===== src/rtl/axis_sink_pkg.sv =====
// axis_sink_pkg: shared types, error-bit indices and helper functions for
// the axis_pkt_sink frame checker.
//   state_t         : frame FSM states (IDLE, PKT)
//   ERR_*           : bit positions inside pkt_err
//   keep_popcount   : number of set tkeep bits
//   keep_contiguous : tkeep is of the form 2^n-1 with n>=1
//   csum_add16      : 16-bit ones'-complement add with end-around carry
package axis_sink_pkg;

  typedef enum logic {IDLE, PKT} state_t;

  localparam int unsigned ERR_NONLAST_KEEP = 0;
  localparam int unsigned ERR_LAST_KEEP    = 1;
  localparam int unsigned ERR_USER_CHG     = 2;
  localparam int unsigned ERR_OVERSIZE     = 3;

  // Helpers take tkeep zero-extended to this width.
  localparam int unsigned KEEP_MAX_W = 32;

  function automatic logic [6:0] keep_popcount(input logic [KEEP_MAX_W-1:0] keep);
    logic [6:0] n;
    n = '0;
    for (int unsigned i = 0; i < KEEP_MAX_W; i++) begin
      n = n + 7'(keep[i]);
    end
    return n;
  endfunction

  // Zero-extension keeps 2^n-1 patterns intact, so the wide test is exact.
  function automatic logic keep_contiguous(input logic [KEEP_MAX_W-1:0] keep);
    return (keep != '0) && ((keep & (keep + KEEP_MAX_W'(1))) == '0);
  endfunction

  // A single fold suffices: the folded value can never carry again.
  function automatic logic [15:0] csum_add16(input logic [15:0] a, input logic [15:0] b);
    logic [16:0] s;
    s = {1'b0, a} + {1'b0, b};
    return s[15:0] + {15'd0, s[16]};
  endfunction

endpackage


===== src/rtl/axis_sink_bp_gen.sv =====
// axis_sink_bp_gen: repeating ready pattern, RDY_ON cycles high then
// RDY_OFF cycles low. The pattern only advances while i_enable is high.
// RDY_OFF=0 keeps ready permanently high whenever enabled.
//   i_clk    : clock
//   i_rst    : asynchronous active-high reset (restarts in ON phase, count 0)
//   i_enable : advance pattern / allow ready
//   o_ready  : pattern output, gated by enable and reset
module axis_sink_bp_gen #(
  parameter int RDY_ON  = 50,
  parameter int RDY_OFF = 10
) (
  input  logic i_clk,
  input  logic i_rst,
  input  logic i_enable,
  output logic o_ready
);

  localparam int MAXC = (RDY_ON > RDY_OFF) ? RDY_ON : RDY_OFF;
  localparam int CW   = (MAXC > 1) ? $clog2(MAXC) : 1;

  logic          r_on;
  logic [CW-1:0] r_cnt;
  logic          w_last;

  always_comb begin
    w_last = r_on ? (r_cnt == CW'(RDY_ON - 1)) : (r_cnt == CW'(RDY_OFF - 1));
  end

  always_ff @(posedge i_clk or posedge i_rst) begin
    if (i_rst) begin
      r_on  <= 1'b1;
      r_cnt <= '0;
    end else if (i_enable) begin
      if (w_last) begin
        r_cnt <= '0;
        if (RDY_OFF != 0) r_on <= ~r_on;
      end else begin
        r_cnt <= r_cnt + 1'b1;
      end
    end
  end

  assign o_ready = i_enable && r_on && !i_rst;

endmodule


===== src/rtl/axis_pkt_sink.sv =====
// axis_pkt_sink: AXI-Stream packet sink. Applies a ready pattern, checks
// tkeep/tlast/tuser framing and reports per-packet length, sideband, error
// flags and checksum, plus wrapping packet/error counters.
// Optional checksum: define AXIS_SINK_CSUM_EN; otherwise pkt_csum is 0.
//   apclk, apreset          : clock, asynchronous active-high reset
//   enable, stats_clr       : ready enable, synchronous counter clear
//   fromNet_axis_*          : incoming stream (tdata/tkeep/tuser/tlast/tvalid/tready)
//   pkt_done                : 1-cycle result strobe
//   pkt_len/user/err/csum   : held packet results
//   pkt_cnt, err_cnt        : completed packets, packets with errors
module axis_pkt_sink
  import axis_sink_pkg::*;
#(
  parameter int DATA_W  = 64,
  parameter int KEEP_W  = 8,
  parameter int USER_W  = 64,
  parameter int LEN_W   = 16,
  parameter int CNT_W   = 32,
  parameter int MAX_LEN = 9000,
  parameter int RDY_ON  = 50,
  parameter int RDY_OFF = 10
) (
  input  logic              apclk,
  input  logic              apreset,
  input  logic              enable,
  input  logic              stats_clr,
  input  logic [DATA_W-1:0] fromNet_axis_tdata,
  input  logic [KEEP_W-1:0] fromNet_axis_tkeep,
  input  logic [USER_W-1:0] fromNet_axis_tuser,
  input  logic              fromNet_axis_tlast,
  input  logic              fromNet_axis_tvalid,
  output logic              fromNet_axis_tready,
  output logic              pkt_done,
  output logic [LEN_W-1:0]  pkt_len,
  output logic [USER_W-1:0] pkt_user,
  output logic [3:0]        pkt_err,
  output logic [15:0]       pkt_csum,
  output logic [CNT_W-1:0]  pkt_cnt,
  output logic [CNT_W-1:0]  err_cnt
);

  state_t            r_state, w_state_nxt;
  logic [LEN_W-1:0]  r_len;
  logic [USER_W-1:0] r_user;
  logic [3:0]        r_err;

  logic              w_beat, w_first, w_finish;
  logic [6:0]        w_beat_bytes;
  logic [LEN_W:0]    w_len_sum;
  logic [LEN_W-1:0]  w_len_nxt;
  logic [3:0]        w_err_beat, w_err_nxt, w_err_final;

  axis_sink_bp_gen #(
    .RDY_ON  (RDY_ON),
    .RDY_OFF (RDY_OFF)
  ) u_bp_gen (
    .i_clk    (apclk),
    .i_rst    (apreset),
    .i_enable (enable),
    .o_ready  (fromNet_axis_tready)
  );

  assign w_beat = fromNet_axis_tvalid && fromNet_axis_tready;

  always_ff @(posedge apclk or posedge apreset) begin
    if (apreset) r_state <= IDLE;
    else         r_state <= w_state_nxt;
  end

  always_comb begin
    w_state_nxt = r_state;
    if (w_beat) w_state_nxt = fromNet_axis_tlast ? IDLE : PKT;
  end

  always_comb begin
    w_first      = (r_state == IDLE);
    w_finish     = w_beat && fromNet_axis_tlast;
    w_beat_bytes = keep_popcount(KEEP_MAX_W'(fromNet_axis_tkeep));
    w_len_sum    = {1'b0, (w_first ? '0 : r_len)} + (LEN_W+1)'(w_beat_bytes);
    w_len_nxt    = w_len_sum[LEN_W] ? '1 : w_len_sum[LEN_W-1:0];

    w_err_beat = '0;
    w_err_beat[ERR_NONLAST_KEEP] = !fromNet_axis_tlast && (fromNet_axis_tkeep != '1);
    w_err_beat[ERR_LAST_KEEP]    = fromNet_axis_tlast &&
                                   !keep_contiguous(KEEP_MAX_W'(fromNet_axis_tkeep));
    w_err_beat[ERR_USER_CHG]     = !w_first && (fromNet_axis_tuser != r_user);
    w_err_nxt   = (w_first ? 4'b0000 : r_err) | w_err_beat;
    // Length only grows, so checking oversize once at the final beat is exact.
    w_err_final = w_err_nxt;
    w_err_final[ERR_OVERSIZE] = (w_len_nxt > LEN_W'(MAX_LEN));
  end

  always_ff @(posedge apclk or posedge apreset) begin
    if (apreset) begin
      r_len    <= '0;
      r_user   <= '0;
      r_err    <= '0;
      pkt_done <= 1'b0;
      pkt_len  <= '0;
      pkt_user <= '0;
      pkt_err  <= '0;
      pkt_cnt  <= '0;
      err_cnt  <= '0;
    end else begin
      pkt_done <= w_finish;
      if (w_beat) begin
        r_len <= w_len_nxt;
        r_err <= w_err_nxt;
        if (w_first) r_user <= fromNet_axis_tuser;
      end
      if (w_finish) begin
        pkt_len  <= w_len_nxt;
        pkt_user <= w_first ? fromNet_axis_tuser : r_user;
        pkt_err  <= w_err_final;
      end
      if (stats_clr) begin
        pkt_cnt <= '0;
        err_cnt <= '0;
      end else if (w_finish) begin
        pkt_cnt <= pkt_cnt + 1'b1;
        if (w_err_final != 4'b0000) err_cnt <= err_cnt + 1'b1;
      end
    end
  end

`ifdef AXIS_SINK_CSUM_EN
  logic [15:0] r_csum, w_csum_beat, w_csum_nxt, w_word;

  // Words are byte-swapped lanes (network order), masked per byte by tkeep.
  always_comb begin
    w_csum_beat = '0;
    w_word      = '0;
    for (int unsigned i = 0; i < DATA_W/16; i++) begin
      w_word[15:8] = fromNet_axis_tkeep[2*i]   ? fromNet_axis_tdata[16*i +: 8]     : 8'h00;
      w_word[7:0]  = fromNet_axis_tkeep[2*i+1] ? fromNet_axis_tdata[16*i+8 +: 8]   : 8'h00;
      w_csum_beat  = csum_add16(w_csum_beat, w_word);
    end
    w_csum_nxt = csum_add16(w_first ? 16'h0000 : r_csum, w_csum_beat);
  end

  always_ff @(posedge apclk or posedge apreset) begin
    if (apreset) begin
      r_csum   <= '0;
      pkt_csum <= '0;
    end else begin
      if (w_beat)   r_csum   <= w_csum_nxt;
      if (w_finish) pkt_csum <= ~w_csum_nxt;
    end
  end
`else
  logic w_unused_tdata;
  assign w_unused_tdata = ^fromNet_axis_tdata;
  assign pkt_csum       = '0;
`endif

endmodule


===== config.mk =====
export PLATFORM = sky130hd
export DESIGN_NAME = axis_pkt_sink
export DESIGN_NICKNAME = d
export VERILOG_FILES = /design/src/rtl/axis_sink_pkg.sv /design/src/rtl/axis_sink_bp_gen.sv /design/src/rtl/axis_pkt_sink.sv
export SDC_FILE = /design/constraint.sdc
export NUM_CORES = 1
export LEC_CHECK = 0
export BUFFER_PORTS_ARGS = -buffer_cell sky130_fd_sc_hd__buf_4
export CAP_MARGIN = 10
export CORE_MARGIN = 2
export CORE_UTILIZATION = 40
export CTS_CLUSTER_SIZE = 40
export DETAILED_ROUTE_END_ITERATION = 8
export PLACE_DENSITY = 0.69
export SLEW_MARGIN = 20
export SYNTH_ARGS = -nofsm -noshare
export SYNTH_HDL_FRONTEND = slang
export SYNTH_HIERARCHICAL = 1
export SYNTH_SLANG_ARGS = --single-unit

===== constraint.sdc =====
create_clock -name apclk -period 15.65 [get_ports apclk]
set_clock_uncertainty 0.1 [all_clocks]
set_input_delay 2.3475 -clock apclk [delete_from_list [all_inputs] [get_ports apclk]]
set_output_delay 2.3475 -clock apclk [all_outputs]
set_load 0.01 [all_outputs]

# After elaboration in Yosys (flattened, before gate mapping)
# Cells that the tools add are included.
[op_classes]
add_sub_neg = 12
magnitude_cmp = 1
n_eq_ne = 4
muxes = 12
bitwise = 3
n_reduce_logical = 18
[op_table]
columns = ["operator", "count"]
rows = [
  ["32-bit 2-to-1 mux", 5],
  ["32-bit by 1-bit adder with 32-bit output (second input constant)", 2],
  ["64-bit 2-to-1 mux", 1],
  ["64-bit != test", 1],
  ["32-bit zero test", 1],
  ["16-bit 2-to-1 mux", 2],
  ["16-bit by 7-bit adder with 17-bit output", 1],
  ["16-bit by 14-bit greater-than comparator with 1-bit output (second input constant)", 1],
  ["8-bit by 1-bit adder with 9-bit output (second input constant)", 1],
  ["8-bit by 9-bit AND with 9-bit output", 1],
  ["1-bit logical AND", 8],
  ["8-bit != test (second input constant)", 1],
  ["8-bit nonzero test", 1],
  ["6-bit by 1-bit adder with 7-bit output", 1],
  ["7-bit by 1-bit adder with 7-bit output", 1],
  ["5-bit by 1-bit adder with 6-bit output", 1],
  ["6-bit by 1-bit adder with 6-bit output (second input constant)", 1],
  ["6-bit by 4-bit equality test with 1-bit output (second input constant)", 1],
  ["6-bit equality test (second input constant)", 1],
  ["6-bit 2-to-1 mux", 1],
  ["4-bit by 1-bit adder with 5-bit output", 1],
  ["3-bit by 1-bit adder with 4-bit output", 1],
  ["4-bit 2-to-1 mux", 1],
  ["4-bit by 3-bit bitwise OR with 4-bit output", 1],
  ["8 further kinds", 13],
]
[totals]
register_bits = 241
input_bits = 142
word_cells = 62

# Logic depth before layout (Yosys ltp)
# Gate-level depths: netlist of run 1.
[depth]
depth_word = 14
mapped_depth = 21
mapped_depth_nobuf = 16

# Cells and area by module
# The synthesis of run 1 kept the hierarchy.
[by_module_without_submodules]
columns = ["mod", "n_inst", "cells_per_inst", "area_each_um2"]
rows = [
  ["axis_pkt_sink", 1, 1199, 12021.5],
  ["axis_sink_bp_gen", 1, 40, 389.1],
]

# Least setup slack after synthesis of run 1
# Ideal clock, no wire load.
[synth_path]
path_kind = "input -> register"
start = "input fromNet_axis_tkeep[0]"
end = "register err_cnt[8]"
setup_ns = 0.130
arrival_time_ns = 6.642
slack_ns = 8.778
cell_stages = 18
cell_sequence = "fa_1 inv_1 fa_1 fa_1 fa_1 inv_1 fa_1 a211o_2 a21o_1 a221oi_2 o21ai_2 a2111oi_4 a2bb2oi_2 a211oi_4 or2_1 buf_6 buf_12 o31ai_2"
[synth_between]
elab_chain_cells = 13
elab_cells_between_ends = 23
cone_classes = "9 x add/sub; 1 x order compare; 1 x eq/ne; 1 x mux; 2 x bitwise; 9 x reduce/logical"
[synth_rtl]
columns = ["element", "line_no", "source"]
rows = [
  ["start: declaration", "axis_pkt_sink.sv:28", "input logic [KEEP_W-1:0] fromNet_axis_tkeep,"],
  ["1-bit by 1-bit adder with 2-bit output", "axis_sink_pkg.sv:24", "n = n + 7'(keep[i]);"],
  ["2-bit by 1-bit adder with 3-bit output", "axis_sink_pkg.sv:24", ""],
  ["3-bit by 1-bit adder with 4-bit output", "axis_sink_pkg.sv:24", ""],
  ["4-bit by 1-bit adder with 5-bit output", "axis_sink_pkg.sv:24", ""],
  ["5-bit by 1-bit adder with 6-bit output", "axis_sink_pkg.sv:24", ""],
  ["6-bit by 1-bit adder with 7-bit output", "axis_sink_pkg.sv:24", ""],
  ["7-bit by 1-bit adder with 7-bit output", "axis_sink_pkg.sv:24", ""],
  ["16-bit by 7-bit adder with 17-bit output", "axis_pkt_sink.sv:79", "w_len_sum = {1'b0, (w_first ? '0 : r_len)} + (LEN_W+1)'(w_beat_bytes);"],
  ["16-bit 2-to-1 mux", "axis_pkt_sink.sv:80", "w_len_nxt = w_len_sum[LEN_W] ? '1 : w_len_sum[LEN_W-1:0];"],
  ["16-bit by 14-bit greater-than comparator with 1-bit output", "axis_pkt_sink.sv:90", "w_err_final[ERR_OVERSIZE] = (w_len_nxt > LEN_W'(MAX_LEN));"],
  ["4-bit nonzero test *", "axis_pkt_sink.sv:121", "if (w_err_final != 4'b0000) err_cnt <= err_cnt + 1'b1;"],
  ["2-bit nonzero test (no source line) *", "n/a", ""],
  ["2-bit AND reduction (no source line) *", "n/a", ""],
  ["end signal: assignment", "axis_pkt_sink.sv:121", ""],
  ["end: declaration", "axis_pkt_sink.sv:39", "output logic [CNT_W-1:0] err_cnt"],
]
# Every way passes the cells marked *; elsewhere a longest branch is shown, timed or not.
# A chain may end at the register's enable or synchronous reset.

# Final worst setup path of run 1
[layout_path]
start = "input fromNet_axis_tkeep[0]"
end = "register err_cnt[28]"
# Same word-level chain as after synthesis.

==> summary.md, run 1 <==
| Metric | Value |
|---|---|
| Buffers on Ports | `227` |
| Average size of a mapped cell | `10.0 um2` |
| Setup crit start kind | `primary input` |
| Unique masters post-synth | `78` |
| First-pass GRT wire length | `52.6 mm` |
| Antenna-violating nets left | `0` |
| Post-detailed-route via-to-cell ratio | `around 5.3` |
| Worst Path Buf+Inv | `4` |
| Total detailed-routing wirelength | `32.7 mm` |
| Synthesis Warnings | `6` |
| Half-perimeter wire length after placement | `22.8 mm` |
| Post-synthesis sequential element count | `240` |
| RSZ-0062 raised after global routing | `no` |
| Vias in the first global route | `9766` |
| Cell taking the most area after synthesis | `sky130_fd_sc_hd__dfrtp_1` |
| Number of instances in the synthesized netlist | `between 1k and 1.5k` |
| Routed length per placed instance | `between 15 and 20 um` |
| Std cell rows | `between 60 and 70` |
| Detailed-route via count | `9935` |
| Number of antenna violations at the first check in global routing | `0` |
| Post-synth EDFFs | `0` |
| Slowest cell on crit path | `sky130_fd_sc_hd__o311ai_0` |
| Clock Latency Late Sink | `0.54 ns` |
| Post-synth ARST share | `100%` |
| Max capacitance violation total | `0` |
| Number of hold buffers added after CTS | `0` |
| Global placer's final weighted congestion | `roughly 0.86` |
| Hold Fails Final Rpt | `0` |
| Width of the chip | `180 um` |
| Post-CTS clock slew at the launch and capture registers of the worst setup and hold paths | `approximately 0.060 ns` |
| Crit. End Element | `flop` |
| Number of top-level design ports | `about 310` |
| Area Growth Syn to Fin | `23.8%` |
| Most numerous cell on the critical path | `sky130_fd_sc_hd__fa_1` |
| Number of buffers inserted to repair setup after CTS | `0` |
| Cells along the critical path | `buf_4 > fa_1 > inv_1 > fa_1 > fa_1 > fa_1 > inv_1 > fa_1 > a211o_2 > and2_0 > o311ai_0 > a2bb2oi_2 > a211oi_4 > or2_1 > buf_4 > o41ai_1` |
| Number of nets in the layout | `around 1.6k` |
| Std-Cell Core Area | `30600 um2` |
| Class of the tightest hold or removal check | `flop to flop` |
| Clock sinks | `240` |
| Count of routing violations after the opening detailed-route iteration | `about 630` |
| Total global-route track usage | `19.8%` |
| Final period demand of the worst path | `7.45 ns` |
| Post-Syn Area | `12400 um2` |
| Layout cells sized above 1 | `25.6%` |
| Data arrival at the endpoint of the critical path | `approximately 7.8 ns` |
| Worst supply voltage drop on vdd | `around 0.000084 V` |
| Die Outline Area | `32500 um2` |
| Power density over the cells | `105 nW/um2` |
| Buffer depth of the longest clock path | `3` |
| Area share of the largest cell type after synthesis | `about half` |
| Total grt overflow | `0` |
| Family with the most delay on the worst path | `adder cells` |
| Run status | `completed` |
| Most instantiated flip-flop cell in the synthesis netlist | `sky130_fd_sc_hd__dfrtp_1` |
| Pleak | `0.00765 uW` |
| Hold slack final | `0.372 ns` |
| Ranking of synthesized cells by area | `sky130_fd_sc_hd__dfrtp_1, sky130_fd_sc_hd__mux2_2, sky130_fd_sc_hd__mux2i_1, sky130_fd_sc_hd__o21ai_0, sky130_fd_sc_hd__nand2_1` |
| Initial Utilization | `about 40%` |
| CP peak stage delay | `0.66 ns` |
| Clock tree from TritonCTS | `done` |
| Largest net degree at the start of global routing | `~100` |
| ANT cells | `0` |
| CP Max Fanout | `17` |
| H-Tree Level Count | `1` |
| Root Buffer | `sky130_fd_sc_hd__clkbuf_16` |
| Final Max Tran Viols | `0` |
| Max Freq | `0.134 GHz` |
| Fin Setup TNS | `0 ns` |
| Max-slew headroom at the worst pin | `25.2%` |
| Library cell with the highest instance count after synthesis | `sky130_fd_sc_hd__dfrtp_1` |
| Post-synthesis sequential area ratio | `48.4%` |
| Worst Tran Pin Value | `1.12 ns` |
| Final count of negative-setup-slack endpoints | `0` |
| DRC violations left | `0` |
| Cell types with the highest counts after synthesis | `sky130_fd_sc_hd__dfrtp_1, sky130_fd_sc_hd__nand2_1, sky130_fd_sc_hd__o21ai_0` |
| Crit share post-route | `47.6%` |
| Critical Path RT | `15.97 ns` |
| Die Height | `180 um` |
| Inserted Clock Buffers | `27` |
| Number of iterations in the first detailed-routing pass | `7` |
| CP Class | `primary input to flop` |
| Number of gates resized after cts | `0` |
[path summary, 6_finish.rpt]
path | startpoint | end | slack, ns | depth (start not counted)
setup / recovery | fromNet_axis_tkeep[0] | err_cnt[28] | 8.20 | 16
hold / removal | r_len[2] | r_len[2] | 0.37 | 2
setup reg to reg | r_state | err_cnt[28] | 9.87 | 14
hold reg to reg | r_len[2] | r_len[2] | 0.37 | 2
max in group asynchronous | apreset | r_len[9] | 12.19 | 3
min in group asynchronous | apreset | u_bp_gen/r_cnt[0] | 1.68 | 2
[cells by family after synthesis]
group | after synthesis | share of synthesized area, %
xor gates and xnor gates | 81 | 5.72
buffers and inverters | 122 | 4.57
other | 1 | 0.0302
and+or+nand+nor | 396 | 15.3
AOI/OAI and AO/OA | 258 | 13.4
DFF | 240 | 48.4
muxes | 123 | 10.5
adders and majority gates | 18 | 2.12
[per-layer routing]
layer,track usage (%),wire [um],vias up,part of all wire [%]
li1,-,-,4731,-
met1,27.0,14200,4818,43
met2,30.6,14700,327,45
met3,5.76,2850,59,8.7
met4,5.74,983,0,3.0
met5,0,0,-,0
[stage by stage]
step	util (%)	std cells	total power [uW]	cell area [um2]	setup slack [ns]
6_report	50.2	1860	1620	15400	8.20
5_1_grt	50.2	1860	1690	15400	8.02
4_1_cts	50.2	1860	1640	15400	8.25
3_5_place_dp	47.0	1810	930	14400	7.69
3_3_place_gp	47.0	1810	923	14400	7.75
2_1_floorplan	-	1254	847	12500	6.81
[area by class of cell]
cell class / count / area (um2)
Clock buffer: 37 / 793
Clock inverter: 13 / 196
Fill cell: 2816 / 15200
Inverter: 47 / 184
Multi-Input combinational cell: 892 / 5920
Sequential cell: 240 / 6010
Tap cell: 396 / 495
Timing Repair Buffer: 235 / 1760
[layout by cell type, fill, tap and decap left out, types with 4 or more instances in the layout]
| cell type | netlist | layout |
|---|---|---|
| sky130_fd_sc_hd__nor2_1 | 82 | 82 |
| sky130_fd_sc_hd__nor2b_1 | 16 | 16 |
| sky130_fd_sc_hd__nor3_1 | 8 | 8 |
| sky130_fd_sc_hd__or3_1 | 7 | 7 |
| sky130_fd_sc_hd__o22ai_1 | 10 | 10 |
| sky130_fd_sc_hd__o21ai_0 | 128 | 128 |
| sky130_fd_sc_hd__mux2_2 | 58 | 58 |
| sky130_fd_sc_hd__buf_4 | 19 | 235 |
| sky130_fd_sc_hd__fa_1 | 5 | 5 |
| sky130_fd_sc_hd__clkinv_2 | 0 | 6 |
| sky130_fd_sc_hd__mux2i_1 | 65 | 65 |
| sky130_fd_sc_hd__o21ai_2 | 5 | 5 |
| sky130_fd_sc_hd__nand2b_1 | 10 | 10 |
| sky130_fd_sc_hd__nor4_1 | 8 | 8 |
| sky130_fd_sc_hd__a21o_1 | 4 | 4 |
| sky130_fd_sc_hd__o41ai_1 | 5 | 5 |
| sky130_fd_sc_hd__conb_1 | 1 | 16 |
| sky130_fd_sc_hd__o31ai_1 | 17 | 17 |
| sky130_fd_sc_hd__a31oi_1 | 18 | 18 |
| sky130_fd_sc_hd__clkbuf_16 | 0 | 27 |
| sky130_fd_sc_hd__ha_1 | 13 | 13 |
| sky130_fd_sc_hd__nand2_1 | 157 | 156 |
| sky130_fd_sc_hd__o31ai_2 | 6 | 6 |
| sky130_fd_sc_hd__and4_1 | 8 | 8 |
| sky130_fd_sc_hd__xnor2_1 | 31 | 31 |
| sky130_fd_sc_hd__clkbuf_8 | 0 | 8 |
| sky130_fd_sc_hd__nand4_1 | 24 | 24 |
| sky130_fd_sc_hd__and2_1 | 7 | 7 |
| sky130_fd_sc_hd__xor2_1 | 50 | 50 |
| sky130_fd_sc_hd__and3_1 | 11 | 11 |
| sky130_fd_sc_hd__inv_1 | 47 | 46 |
| sky130_fd_sc_hd__a21oi_1 | 26 | 26 |
| sky130_fd_sc_hd__dfrtp_1 | 239 | 238 |
| sky130_fd_sc_hd__nand3_1 | 39 | 38 |
| sky130_fd_sc_hd__bufinv_16 | 0 | 5 |
[sequential cells by signal (all words and copies together) (netlist names)]
register        count
pkt_done            1
u_bp_gen/r_on       1
pkt_user           64
err_cnt            32
pkt_cnt            32
r_state             1
r_err               3
pkt_err             4
r_len              16
r_user             64
pkt_len            16
u_bp_gen/r_cnt      6
[worst min-delay path, stage by stage, from the launching register on]
cell                      delay (ns)
sky130_fd_sc_hd__dfrtp_1        0.33
sky130_fd_sc_hd__nand2_1        0.05
sky130_fd_sc_hd__o21ai_0        0.06
[power breakdown]
part           total (uW)  internal [uW]  switching, uW
clock                 701            436            266
sequential            675            644           31.1
combinational         244            106            138
total                1620           1190            435
No activity file was read; power rests on OpenSTA's default activity.
==> inputs of run 2 (changes only) <==
==> constraint.sdc (replaced) <==
create_clock -name apclk -period 7.5 [get_ports apclk]
set_clock_uncertainty 0.1 [all_clocks]
set_input_delay 1.125 -clock apclk [delete_from_list [all_inputs] [get_ports apclk]]
set_output_delay 1.125 -clock apclk [all_outputs]
set_load 0.01 [all_outputs]
==> run 2 against run 1 <==
Critical path depth is 2 higher. Count of clock-buffer cells in the layout grew 7. Design area is 0.28% lower. Final cell count up 0.11%. Die area did not move. Register-to-register slack worse by 8.0 ns. First-iteration DRC count shrank 10%. Utilization down 0.14 points. Clock power is 93% higher. Via count down 1.7%. Worst setup slack got worse by 6.7 ns.
==> summary.md, run 2 (same netlist as run 1, synthesis figures left out) <==
| Metric | Value |
|---|---|
| Run status | `completed` |
| Die Outline Area | `32500 um2 (unchanged)` |
| Die Height | `180 um (unchanged)` |
| Crit share post-route | `80.2%` |
| CP Max Fanout | `27 (+10)` |
| Number of gates resized after cts | `0 (unchanged)` |
| DRC violations left | `0 (unchanged)` |
| Vias in the first global route | `9568 (-2.0%)` |
| Routed length per placed instance | `17.3 um (-1.4%)` |
| Critical register-to-register path endpoint | `err_cnt[29]` |
| Root Buffer | `sky130_fd_sc_hd__clkbuf_16` |
| Number of cells in the finished layout apart from fillers | `1862 (+0.11%)` |
| Buffers on Ports | `227 (unchanged)` |
| Critical path endpoint | `err_cnt[29]` |
| Leading cell types in the layout, fill and taps excluded | `sky130_fd_sc_hd__dfrtp_1, sky130_fd_sc_hd__buf_4, sky130_fd_sc_hd__nand2_1` |
| Pleak | `0.00762 uW (-0.38%)` |
| Std-Cell Core Area | `30600 um2 (unchanged)` |
| Number of buffers inserted to repair setup after CTS | `0 (unchanged)` |
| Antenna-violating nets left | `0 (unchanged)` |
| Layout cells sized above 1 | `25.4% (-0.24 points)` |
| Critical Path Source | `fromNet_axis_tkeep[0]` |
| Post-CTS clock slew at the launch and capture registers of the worst setup and hold paths | `0.06 ns (about the same)` |
| Final Max Tran Viols | `0 (unchanged)` |
| Reg-to-reg slack, setup | `1.84 ns (-8.03 ns)` |
| DP Cell Count | `1811 (+0.055%)` |
| Critical Path RT | `7.81 ns (-8.16 ns)` |
| Max-slew headroom at the worst pin | `32.2% (+7.0 points)` |
| Inserted Clock Buffers | `28 (+3.7%)` |
| Total grt overflow | `0 (unchanged)` |
| Class of the tightest hold or removal check | `flop to flop` |
| First-pass GRT wire length | `52.5 mm (-0.36%)` |
| Data arrival at the endpoint of the critical path | `6.33 ns (-1.43 ns)` |
| Max Freq | `between 0.15 and 0.2 GHz` |
| Crit. End Element | `flop` |
| Source of the worst register-to-register timing path | `r_state` |
| Number of antenna violations at the first check in global routing | `0 (unchanged)` |
| Number of hold buffers added after CTS | `0 (unchanged)` |
| Worst supply voltage drop on vdd | `0.000173 V (+100%)` |
| Regs by FF count | `pkt_user x64, r_user x64` |
| Hold Fails Final Rpt | `0 (unchanged)` |
| Worst Tran Pin Value | `1.02 ns (-0.105 ns)` |
| Number of iterations in the first detailed-routing pass | `5 (-2)` |
| Power density over the cells | `213 nW/um2 (+100%)` |
| Largest net degree at the start of global routing | `100 (-2.0%)` |
| Total global-route track usage | `19.6% (-0.12 points)` |
| Half-perimeter wire length after placement | `22.7 mm (-0.32%)` |
| Detailed-route via count | `9771 (-1.7%)` |
| Total detailed-routing wirelength | `32.3 mm (-1.3%)` |
| Area Growth Syn to Fin | `23.4%` |
| ANT cells | `0 (unchanged)` |
| Share of the core filled with cells | `50.1% (-0.14 points)` |
| Cells on worst reg2reg path | `16 (+2)` |
| Setup crit start kind | `primary input` |
| Count of routing violations after the opening detailed-route iteration | `566 (-10%)` |
| Width of the chip | `180 um (unchanged)` |
| Final count of negative-setup-slack endpoints | `0 (unchanged)` |
| Area post-placement | `14400 um2 (about the same)` |
| Std cell rows | `64 (unchanged)` |
| Clock Latency Late Sink | `0.54 ns (about the same)` |
| Buffer depth of the longest clock path | `3 (unchanged)` |
| Fin Setup TNS | `0 ns (unchanged)` |
| Clock sinks | `240 (unchanged)` |
| Max capacitance violation total | `0 (unchanged)` |
| Number of nets in the layout | `1606 (+0.19%)` |
| CP Class | `primary input to flop` |
| Fin area | `15300 um2 (-0.28%)` |
| Number of top-level design ports | `308 (unchanged)` |
| Leading cell type in the layout, fill and taps excluded | `sky130_fd_sc_hd__dfrtp_1` |
| Initial Utilization | `40.6% (unchanged)` |
| Global placer's final weighted congestion | `0.884 (+2.4%)` |
| RSZ-0062 raised after global routing | `no` |
| Post-detailed-route via-to-cell ratio | `5.25 (-1.8%)` |
| Clock tree from TritonCTS | `done` |
| Final period demand of the worst path | `6.02 ns` |
| H-Tree Level Count | `1 (unchanged)` |
run 2: changes by cell type in the layout (fill, tap and decap cells not counted):
cell	delta
sky130_fd_sc_hd__clkbuf_1	+5
sky130_fd_sc_hd__buf_4	+1
sky130_fd_sc_hd__clkinvlp_4	+1
sky130_fd_sc_hd__buf_12	+1
sky130_fd_sc_hd__clkinv_2	-3
sky130_fd_sc_hd__inv_8	-1
sky130_fd_sc_hd__bufinv_16	-4
sky130_fd_sc_hd__clkbuf_16	+2
run 2: per-stage QoR:
stage	hold slack, ns	setup slack, ns	total power, uW
2_1_floorplan	0.342	1.85	1770
3_3_place_gp	0.357	1.12	1920
3_5_place_dp	0.362	1.01	1940
4_1_cts	0.376	1.53	3310
5_1_grt	0.399	1.22	3420
6_report	0.373	1.48	3270
run 2: final cells by class:
| cell class | instances | area (um2) |
|---|---|---|
| inverter | 47 | 180 |
| sequential | 240 | 6010 |
| multi-input combinational | 892 | 5920 |
| fill | 2819 | 15300 |
| tap | 396 | 495 |
| clock buffer | 44 | 862 |
| timing repair buffer | 237 | 1790 |
| clock inverter | 6 | 61.3 |
run 2: layer usage:
| metal | vias to the layer above | part of all wire [%] | wire, um | GRT usage [%] |
|---|---|---|---|---|
| li1 | 4744 | - | - | - |
| met1 | 4696 | 43 | 14000 | 26.3 |
| met2 | 275 | 45 | 14600 | 31.0 |
| met3 | 56 | 8.1 | 2610 | 5.82 |
| met4 | 0 | 3.1 | 1010 | 5.65 |
| met5 | - | 0 | 0 | 0 |
run 2: worst max-delay path, cell delays in order:
cell                        delay [ns]
sky130_fd_sc_hd__buf_4            0.13
sky130_fd_sc_hd__fa_1             0.54
sky130_fd_sc_hd__inv_1            0.06
sky130_fd_sc_hd__fa_1             0.52
sky130_fd_sc_hd__fa_1             0.43
sky130_fd_sc_hd__fa_1             0.44
sky130_fd_sc_hd__inv_1            0.10
sky130_fd_sc_hd__fa_1             0.21
sky130_fd_sc_hd__a211o_2          0.21
sky130_fd_sc_hd__nand2_1          0.16
sky130_fd_sc_hd__or2_1            0.32
sky130_fd_sc_hd__nor3_4           0.48
sky130_fd_sc_hd__a31o_2           0.21
sky130_fd_sc_hd__a2bb2oi_2        0.29
sky130_fd_sc_hd__a211oi_4         0.15
sky130_fd_sc_hd__or2_1            0.27
sky130_fd_sc_hd__buf_4            0.26
sky130_fd_sc_hd__o41ai_1          0.40
run 2: how the worst min path moves through the flow:
| stage | from | end | slack [ns] | cells past startpoint |
|---|---|---|---|---|
| final | r_len[1] | r_len[1] | 0.37 | 2 |
| after global routing | pkt_user[38] | pkt_user[38] | 0.40 | 2 |
| after CTS | r_len[1] | r_len[1] | 0.38 | 2 |
| after detailed placement | r_len[1] | r_len[1] | 0.36 | 2 |
| after global placement | r_len[1] | r_len[1] | 0.36 | 2 |
| after floorplan | r_len[1] | r_len[1] | 0.34 | 2 |
run 2: power by group:
group	switching, uW	leakage, uW	internal, uW
Clock	536	0.000454	817
Sequential	70.7	0.00332	1340
Combinational	279	0.00384	221
==> inputs of run 3 (changes only) <==
==> constraint.sdc (replaced) <==
create_clock -name apclk -period 5.8 [get_ports apclk]
set_clock_uncertainty 0.1 [all_clocks]
set_input_delay 0.87 -clock apclk [delete_from_list [all_inputs] [get_ports apclk]]
set_output_delay 0.87 -clock apclk [all_outputs]
set_load 0.01 [all_outputs]
==> run 3 against run 2 <==
Critical path depth unchanged. Final cell count increased by 0.11%. Clock power increased by 19%. Total power increased by 25%. Sequential cell count unchanged. Via count decreased by 0.14%. Sequential share of layout area increased by 0.058 points. Sequential power increased by 27%. Global-route usage about the same. Largest cell class unchanged.
==> summary.md, run 3 (same netlist as run 1, synthesis figures left out) <==
| Metric | Value |
|---|---|
| Run status | `completed` |
| Initial Utilization | `40.6% (unchanged)` |
| Buffer depth of the longest clock path | `3 (unchanged)` |
| Global placer's final weighted congestion | `0.857 (-3.1%)` |
| Clock tree from TritonCTS | `done` |
| Relative contribution of the clock network to total power | `39.2% (-2.2 points)` |
| DRC violations left | `0 (unchanged)` |
| Part of the total power dissipated in combinational logic | `16.7% (+1.4 points)` |
| Regs by FF count | `pkt_user x64, r_user x64` |
| Count of routing violations after the opening detailed-route iteration | `662 (+17%)` |
| Root Buffer | `sky130_fd_sc_hd__clkbuf_16` |
| Post-detailed-route via-to-cell ratio | `5.23 (-0.25%)` |
| Pleak | `0.00761 uW (-0.11%)` |
| Inserted Clock Buffers | `27 (-3.6%)` |
| Area Growth Syn to Fin | `23.3%` |
| Number of nets in the layout | `1612 (+0.37%)` |
| Switching share of power | `27.6% (+0.47 points)` |
| Hold Fails Final Rpt | `0 (unchanged)` |
| Number of top-level design ports | `308 (unchanged)` |
| Fin area | `15300 um2 (-0.15%)` |
| Number of buffers inserted to repair setup after CTS | `0 (unchanged)` |
| Number of gates resized after cts | `0 (unchanged)` |
| Number of antenna violations at the first check in global routing | `0 (unchanged)` |
| Class of the tightest hold or removal check | `primary input to async pin` |
| Vias in the first global route | `9537 (-0.32%)` |
| Leading cell types in the layout, fill and taps excluded | `sky130_fd_sc_hd__buf_4, sky130_fd_sc_hd__dfrtp_1, sky130_fd_sc_hd__nand2_1` |
| Width of the chip | `180 um (unchanged)` |
| DP Cell Count | `1818 (+0.39%)` |
| H-Tree Level Count | `1 (unchanged)` |
| Final period demand of the worst path | `5.33 ns` |
| First-pass GRT wire length | `52.2 mm (-0.53%)` |
| Power density over the cells | `267 nW/um2 (+25%)` |
| Final count of negative-setup-slack endpoints | `0 (unchanged)` |
| Total global-route track usage | `19.6% (-0.038 points)` |
| Number of iterations in the first detailed-routing pass | `5 (unchanged)` |
| Routed length per placed instance | `17.3 um (-0.42%)` |
| Total grt overflow | `0 (unchanged)` |
| Detailed-route via count | `9757 (-0.14%)` |
| Area post-placement | `14500 um2 (+0.63%)` |
| Clock sinks | `240 (unchanged)` |
| Critical Path Source | `fromNet_axis_tkeep[0]` |
| Worst slack at placement | `-0.0230 ns (-1.03 ns)` |
| Data arrival at the endpoint of the critical path | `5.66 ns (-0.67 ns)` |
| Crit. End Element | `flop` |
| Std-Cell Core Area | `30600 um2 (unchanged)` |
| Number of hold buffers added after CTS | `0 (unchanged)` |
| Die Height | `180 um (unchanged)` |
| Max Freq | `0.188 GHz` |
| Final Max Tran Viols | `0 (unchanged)` |
| Switching power | `1120 uW (+27%)` |
| Crit share post-route | `91.8%` |
| Post-CTS clock slew at the launch and capture registers of the worst setup and hold paths | `0.06 ns (about the same)` |
| Worst Tran Pin Value | `1.02 ns (+0.00132 ns)` |
| Critical Path RT | `6.14 ns (-1.67 ns)` |
| Std cell rows | `64 (unchanged)` |
| Worst supply voltage drop on vdd | `0.000226 V (+31%)` |
| ANT cells | `0 (unchanged)` |
| Buffers on Ports | `227 (unchanged)` |
| Layout cells sized above 1 | `25.3% (-0.035 points)` |
| Max-slew headroom at the worst pin | `32.1% (-0.088 points)` |
| Internal power summed over all cells | `2960 uW (+24%)` |
| Leading cell type in the layout, fill and taps excluded | `sky130_fd_sc_hd__buf_4` |
| Sequential power share | `44.1% (+0.8 points)` |
| Max capacitance violation total | `0 (unchanged)` |
| Setup crit start kind | `primary input` |
| Number of cells in the finished layout apart from fillers | `1864 (+0.11%)` |
| RSZ-0062 raised after global routing | `no` |
| Die Outline Area | `32500 um2 (unchanged)` |
| Source of the worst register-to-register timing path | `r_state` |
| Total detailed-routing wirelength | `32.2 mm (-0.31%)` |
| Antenna-violating nets left | `0 (unchanged)` |
| CP Class | `primary input to flop` |
| Clock Latency Late Sink | `0.54 ns (about the same)` |
| Half-perimeter wire length after placement | `22.5 mm (-0.92%)` |
| CP Max Fanout | `7 (-74%)` |
| Largest net degree at the start of global routing | `121 (+21%)` |
| Worst Slack Setup Final | `0.474 ns (-1.01 ns)` |
==> run 3: power groups by stage <==
stage	sequential [uW]	clock, uW	combinational [uW]
finish	1800	1600	681
global route	1810	1710	759
CTS	1800	1650	686
detailed placement	1830	0	681
global placement	1830	0	671
floorplan	1820	0	465
==> run 3: layer usage <==
layer  global-route usage, %  wire (um)  vias up
met5                       0          0        -
met4                    5.48        962        0
met3                    5.62       2640       52
met2                    30.3      14400      291
met1                    27.0      14200     4667
li1                        -          -     4747
==> run 3: critical path, stage by stage <==
cell and delay [ns]:
sky130_fd_sc_hd__buf_4 0.13, sky130_fd_sc_hd__fa_1 0.53, sky130_fd_sc_hd__inv_1 0.06, sky130_fd_sc_hd__fa_1 0.52
sky130_fd_sc_hd__fa_1 0.43, sky130_fd_sc_hd__fa_1 0.43, sky130_fd_sc_hd__inv_1 0.09, sky130_fd_sc_hd__fa_1 0.20
sky130_fd_sc_hd__a211o_2 0.21, sky130_fd_sc_hd__nand2_1 0.16, sky130_fd_sc_hd__or2_1 0.32, sky130_fd_sc_hd__nor3_4 0.28
sky130_fd_sc_hd__a31o_2 0.18, sky130_fd_sc_hd__a2bb2oi_2 0.27, sky130_fd_sc_hd__a211oi_4 0.12, sky130_fd_sc_hd__buf_4 0.16
sky130_fd_sc_hd__or3b_2 0.46, sky130_fd_sc_hd__o31ai_1 0.24
==> run 3: worst paths after layout <==
path                                     endpoint  slack, ns  cells past startpoint
worst max-delay path                  err_cnt[11]       0.47                     18
worst min-delay path            u_bp_gen/r_cnt[4]       0.21                      2
worst max register to register        err_cnt[11]       1.03                     16
worst min register to register       pkt_user[42]       0.38                      2
max in group asynchronous              err_cnt[9]       4.14                      4
min in group apclk                   pkt_user[42]       0.38                      2
==> run 3: area by class of cell <==
| type | instances | area, um2 |
|---|---|---|
| Clock buffer | 42 | 792 |
| Clock inverter | 3 | 18.8 |
| Fill cell | 2815 | 15300 |
| Timing Repair Buffer | 244 | 1880 |
| Multi-Input combinational cell | 892 | 5920 |
| Inverter | 47 | 180 |
| Sequential cell | 240 | 6010 |
| Tap cell | 396 | 495 |
==> run 3: metrics by stage <==
| stage | hold WS [ns] | total power, uW | util, % | TNS (ns) |
|---|---|---|---|---|
| 2_1_floorplan | 0.342 | 2290 | - | 0 |
| 3_3_place_gp | 0.356 | 2500 | 47.3 | 0 |
| 3_5_place_dp | 0.368 | 2510 | 47.3 | -0.0327 |
| 4_1_cts | 0.186 | 4130 | 49.9 | 0 |
| 5_1_grt | 0.211 | 4280 | 50.0 | 0 |
| 6_report | 0.210 | 4080 | 50.0 | 0 |
